## src/rtl/delay_sweep_ctrl.sv

```systemverilog
// Tap-sweep sequencer for the 7-tap delay line: flush, fire one pulse, time dout, compare.
// Optional DELAY_SWEEP_ERRMAP_EN adds a per-tap sticky fault map on err_map[7:0].
module delay_sweep_ctrl #(
    parameter int unsigned ADDR_MIN = 1,
    parameter int unsigned ADDR_MAX = 6,
    parameter int unsigned LAT_OFS  = 1,
    parameter int unsigned FLUSH_N  = 8,
    parameter int unsigned TIMEOUT  = 15
) (
    input  logic       clk,
    input  logic       clr,
    input  logic       start,
    input  logic       dout,
    output logic       din,
    output logic [2:0] addr,
    output logic       busy,
    output logic       done,
    output logic       err,
    output logic [3:0] meas
`ifdef DELAY_SWEEP_ERRMAP_EN
    ,
    output logic [7:0] err_map
`endif
);

    localparam int unsigned FW = $clog2(FLUSH_N + 1);

    typedef enum logic [2:0] {
        S_IDLE,
        S_FLUSH,
        S_FIRE,
        S_WAIT,
        S_CHECK,
        S_DONE
    } state_t;

    state_t        state_q, state_d;
    logic [FW-1:0] fcnt_q, fcnt_d;
    logic [3:0]    cnt_q, cnt_d;
    logic [3:0]    cnt_inc;
    logic [3:0]    exp_lat;
    logic [2:0]    addr_q, addr_d;
    logic [3:0]    meas_q, meas_d;
    logic          err_q, err_d;
    logic          din_q, din_d;
    logic          busy_q, busy_d;
    logic          done_q, done_d;
`ifdef DELAY_SWEEP_ERRMAP_EN
    logic [7:0]    map_q, map_d;
`endif

    assign cnt_inc = cnt_q + 4'd1;
    assign exp_lat = {1'b0, addr_q} + 4'(LAT_OFS);

    always_comb begin
        state_d = state_q;
        fcnt_d  = fcnt_q;
        cnt_d   = cnt_q;
        addr_d  = addr_q;
        meas_d  = meas_q;
        err_d   = err_q;
`ifdef DELAY_SWEEP_ERRMAP_EN
        map_d   = map_q;
`endif
        case (state_q)
            S_IDLE: begin
                addr_d = 3'(ADDR_MIN);
                if (start) begin
                    err_d   = 1'b0;
`ifdef DELAY_SWEEP_ERRMAP_EN
                    map_d   = '0;
`endif
                    fcnt_d  = '0;
                    state_d = S_FLUSH;
                end
            end
            S_FLUSH: begin
                if (fcnt_q == FW'(FLUSH_N - 1)) begin
                    fcnt_d  = '0;
                    state_d = S_FIRE;
                end else begin
                    fcnt_d = fcnt_q + 1'b1;
                end
            end
            S_FIRE: begin
                cnt_d   = '0;
                state_d = S_WAIT;
            end
            S_WAIT: begin
                cnt_d = cnt_inc;
                // A dout hit on the timeout cycle still counts as a valid measurement.
                if (dout) begin
                    meas_d  = cnt_inc;
                    state_d = S_CHECK;
                end else if (cnt_inc == 4'(TIMEOUT)) begin
                    meas_d  = 4'hF;
                    err_d   = 1'b1;
`ifdef DELAY_SWEEP_ERRMAP_EN
                    map_d[addr_q] = 1'b1;
`endif
                    state_d = S_CHECK;
                end
            end
            S_CHECK: begin
                if (meas_q != exp_lat) begin
                    err_d = 1'b1;
`ifdef DELAY_SWEEP_ERRMAP_EN
                    map_d[addr_q] = 1'b1;
`endif
                end
                if (addr_q == 3'(ADDR_MAX)) begin
                    state_d = S_DONE;
                end else begin
                    addr_d  = addr_q + 3'd1;
                    fcnt_d  = '0;
                    state_d = S_FLUSH;
                end
            end
            S_DONE: begin
                addr_d  = 3'(ADDR_MIN);
                state_d = S_IDLE;
            end
            default: begin
                addr_d  = 3'(ADDR_MIN);
                state_d = S_IDLE;
            end
        endcase
`ifdef DELAY_SWEEP_ERRMAP_EN
        err_d = |map_d;
`endif
        // Outputs are registered from the next state so they line up with state_q.
        din_d  = (state_d == S_FIRE);
        busy_d = (state_d != S_IDLE);
        done_d = (state_d == S_DONE);
    end

    always_ff @(posedge clk or negedge clr) begin
        if (!clr) begin
            state_q <= S_IDLE;
            fcnt_q  <= '0;
            cnt_q   <= '0;
            addr_q  <= 3'(ADDR_MIN);
            meas_q  <= '0;
            err_q   <= 1'b0;
            din_q   <= 1'b0;
            busy_q  <= 1'b0;
            done_q  <= 1'b0;
`ifdef DELAY_SWEEP_ERRMAP_EN
            map_q   <= '0;
`endif
        end else begin
            state_q <= state_d;
            fcnt_q  <= fcnt_d;
            cnt_q   <= cnt_d;
            addr_q  <= addr_d;
            meas_q  <= meas_d;
            err_q   <= err_d;
            din_q   <= din_d;
            busy_q  <= busy_d;
            done_q  <= done_d;
`ifdef DELAY_SWEEP_ERRMAP_EN
            map_q   <= map_d;
`endif
        end
    end

    assign din  = din_q;
    assign addr = addr_q;
    assign busy = busy_q;
    assign done = done_q;
    assign err  = err_q;
    assign meas = meas_q;
`ifdef DELAY_SWEEP_ERRMAP_EN
    assign err_map = map_q;
`endif

endmodule

```

## config.mk

```make
export PLATFORM = sky130hd
export DESIGN_NAME = delay_sweep_ctrl
export DESIGN_NICKNAME = d
export VERILOG_FILES = /design/src/rtl/delay_sweep_ctrl.sv
export SDC_FILE = /design/constraint.sdc
export NUM_CORES = 1
export LEC_CHECK = 0
export ABC_AREA = 1
export BUFFER_PORTS_ARGS = -buffer_cell sky130_fd_sc_hd__buf_2
export CAP_MARGIN = 20
export CORE_ASPECT_RATIO = 1.2
export CORE_UTILIZATION = 40
export DETAILED_ROUTE_END_ITERATION = 7
export PLACE_DENSITY = 0.66
export SYNTH_ARGS = -nofsm -noshare
export SYNTH_HDL_FRONTEND = slang
export SYNTH_SLANG_ARGS = --single-unit
```

## constraint.sdc

```tcl
create_clock -name clk -period 1.9 [get_ports clk]
set_input_delay 0.19 -clock clk [delete_from_list [all_inputs] [get_ports clk]]
set_output_delay 0.19 -clock clk [all_outputs]
set_load 0.1 [all_outputs]
```

==> flow_metrics.py <==
metrics = {
    "pwr": {
        "leakage_nw": 0.694,
        "clockPowerShare_pct": 9.7,
        "seq_power_share_pct": 32.5,
        "pwr-share-comb_pct": 57.8,
        "p_int_w": 0.00105,
        "power_density_nw_per_um2": 1740,
        "peakVddDrop_uv": 729,
        "power_switching_w": 0.00130,
        "p_sw_share_pct": 55.3,
    },
    "layout": {
        "syn2layout_area_growth_pct": 12.9,
        "n_antenna_cell": 0,
        "nNetsFinal": 173,
        "multiInputGateArea_um2": 551,
        "fillers": 267,
        "final-seq-area_um2": 557,
        "drive_above_1_share_pct": 23.3,
    },
    "place": {
        "globalplace.congestion": 0.837,
        "dp_hpwl_um": 1810,
        "portBuffers": 14,
    },
    "clocking": {
        "root_buffer": "clkbuf_4",
        "cts_tree": "yes",
        "cts_inserted_buffers": 3,
        "ctsHtreeMaxLevel": 1,
        "clkSinkCount": 22,
        "clkTransAtPathRegs_ns": 0.13,
        "clockBufferDepth": 2,
        "clk_latency_ns": 0.30,
    },
    "synth": {
        "postSynthNetCount": 153,
        "yosysWarnings": 0,
        "synth_seq_cells": 22,
        "syn_area_um2": 1190,
        "seq_area_frac_synth_pct": 46.3,
        "synthCells": 144,
        "synth_cell_type_count": 28,
        "postSynthAreaPerCell_um2": 8.28,
    },
    "routing": {
        "avgViaCountPerCell": 4.96,
        "wl_per_cell_um": 12.1,
        "route.vias.total": 978,
        "drtPass1Iterations": 4,
        "ant_nets": 0,
        "drtIter0Drc": 16,
        "wl_um": 2380,
        "drc": 0,
    },
    "critical_path": {
        "crit_type": "flop to flop",
        "end_kind": "flop",
        "crit_required_ns": 2.11,
        "crit_fanout": 7,
        "critPathLaunchType": "flop",
        "r2r_slack_ns": 0.24,
        "arrival_ns": 1.87,
    },
    "sta": {
        "tns_ns": 0,
        "tightest_slew_ns": 0.511,
        "slew_headroom_pct": 65.9,
        "rsz0062_at_grt": "false",
        "fmax_mhz": 604,
        "skew_ns": 0.00272,
        "drv_slew": 0,
        "period_minus_slack_ns": 1.66,
        "final-setup-viol-count": 0,
        "period_share_pct": 87.2,
        "finalHoldViolations": 0,
        "hold_ws_ns": 0.249,
    },
    "global_route": {
        "grt_max_degree": 23,
        "antenna_found_initial": 0,
        "grt.total_usage_pct": 16.5,
        "grt_pass1_vias": 908,
        "grt_pass1_wl_um": 3830,
        "gr-total-overflow": 0,
    },
    "status": {
        "outcome": "completed",
    },
    "die": {
        "dieHeight_um": 61.8,
        "die-area_um2": 3200,
        "design.core.area_um2": 2810,
        "rows": 21,
        "initial_core_util_pct": 42.4,
        "pin_count": 15,
        "die_width_um": 51.8,
    },
    "worst_hold_path": {
        "hp-class": "primary input to flop",
    },
    "job": {
        "max-cap-violations": 0,
    },
}
-- cells by family after synthesis --
| kind of cell | synth area share [%] |
|---|---|
| adder cells (fa/ha/maj) | 5.25 |
| AO/OA/AOI/OAI | 11.1 |
| flip-flops | 46.3 |
| XOR/XNOR | 1.47 |
| AND/OR/NAND/NOR | 28.3 |
| buffers and inverters | 7.56 |
-- through the flow --
step / area (µm²) / power (W) / util, % / setup WS, ns / instances
after floorplan: 1200 / 0.00188 / - / 0.0709 / 144
after detailed placement: 1310 / 0.00213 / 46.6 / 0.257 / 192
final: 1350 / 0.00234 / 47.9 / 0.243 / 197
after global placement: 1310 / 0.00210 / 46.6 / 0.314 / 192
after CTS: 1350 / 0.00236 / 47.9 / 0.241 / 197
after global routing: 1350 / 0.00252 / 47.9 / 0.146 / 197
-- worst max-delay path, stage by stage (launching register included) --
cell and delay, ns:
dfstp_4 0.67, inv_1 0.05, ha_1 0.31, inv_1 0.06
nand2_1 0.04, nand2_1 0.06, nand2_1 0.05, nor2_1 0.09
nand3_1 0.10, nand4_1 0.08, nand2_1 0.05
-- flip-flops by register name (all words and copies together), names as in the netlist --
register,cells
addr,3
busy,1
cnt_q,4
din,1
done,1
err,1
fcnt_q,4
meas,4
state_q,3
-- Yosys cell counts --
| library cell | number | share of area, % |
|---|---|---|
| o21ai_0 | 9 | 3.8 |
| nor2_4 | 1 | 0.94 |
| nand3b_4 | 1 | 1.7 |
| nand4_1 | 2 | 1.0 |
| o32ai_1 | 1 | 0.73 |
| nor2_1 | 9 | 2.8 |
| xnor2_1 | 1 | 0.73 |
| dfrtp_1 | 21 | 44 |
| nand2_2 | 6 | 3.1 |
| a21oi_2 | 1 | 0.73 |
| dfstp_2 | 1 | 2.2 |
| o21ai_1 | 1 | 0.42 |
| o22ai_1 | 2 | 1.0 |
| nand3_1 | 7 | 2.9 |
| nand3_2 | 1 | 0.84 |
| nor2_2 | 4 | 2.1 |
| nand3b_1 | 1 | 0.63 |
| ha_1 | 5 | 5.2 |
| or2_2 | 1 | 0.52 |
| xor2_1 | 1 | 0.73 |
| nor3_1 | 1 | 0.42 |
| a22oi_1 | 2 | 1.3 |
| nand2_1 | 33 | 10 |
| inv_2 | 3 | 0.94 |
| a21oi_1 | 6 | 2.5 |
| inv_1 | 21 | 6.6 |
| nor3_2 | 1 | 0.84 |
| o211ai_1 | 1 | 0.63 |
-- power groups by stage --
| stage | registers [W] | clock network [W] | logic (W) |
|---|---|---|---|
| final | 0.000761 | 0.000227 | 0.00136 |
| after floorplan | 0.00126 | 0 | 0.000618 |
| after global routing | 0.000783 | 0.000257 | 0.00148 |
| after global placement | 0.000766 | 0 | 0.00134 |
| after CTS | 0.000762 | 0.000234 | 0.00136 |
| after detailed placement | 0.000773 | 0 | 0.00136 |
-- placed cells by master, fill, tap and decap left out, types with 2 or more instances in the layout --
cell / Yosys / final
a21oi_1: 6 / 6
a22oi_1: 2 / 2
buf_2: 0 / 14
clkbuf_4: 0 / 3
dfrtp_1: 21 / 20
ha_1: 5 / 5
inv_1: 21 / 21
inv_2: 3 / 3
nand2_1: 33 / 33
nand2_2: 6 / 6
nand3_1: 7 / 7
nand4_1: 2 / 2
nor2_1: 9 / 9
nor2_2: 4 / 4
o21ai_0: 9 / 9
o22ai_1: 2 / 2
-- worst paths after layout --
| check | from | endpoint | cells after the start |
|---|---|---|---|
| worst max-delay path | addr[0]$_DFFE_PN1P_ | err$_DFFE_PN0P_ | 10 |
| worst min-delay path | start | state_q[0]$_DFF_PN0_ | 5 |
| worst max register to register | addr[0]$_DFFE_PN1P_ | err$_DFFE_PN0P_ | 10 |
| worst min register to register | err$_DFFE_PN0P_ | err$_DFFE_PN0P_ | 2 |
| max in group asynchronous | clr | addr[1]$_DFFE_PN0P_ | 2 |
| min in group asynchronous | clr | addr[2]$_DFFE_PN0P_ | 2 |
-- what timing repair did --
item                      4_1_cts  5_1_grt
hold endpoints to repair       21        0
buffers inserted                0        0
hold buffers                    1        0
resized for setup               0        0
-- cell type report --
| cell class | instances | area share, % |
|---|---|---|
| Tap cell | 34 | 3.16 |
| Inverter | 24 | 6.69 |
| Clock buffer | 4 | 1.95 |
| Multi-Input combinational cell | 98 | 40.9 |
| Sequential cell | 22 | 41.4 |
| Timing Repair Buffer | 15 | 5.95 |
-- metal layers --
layer  share of wire (%)  routed length, µm  vias up  GRT usage [%]
met5                   0                  0        -              0
met4                 2.7                 65        0           10.0
met3                 2.9                 68        7           2.19
met2                  50               1190       21           29.3
met1                  44               1050      452           18.8
li1                    -                  -      498              -
Power figures use the tool's default switching activity.
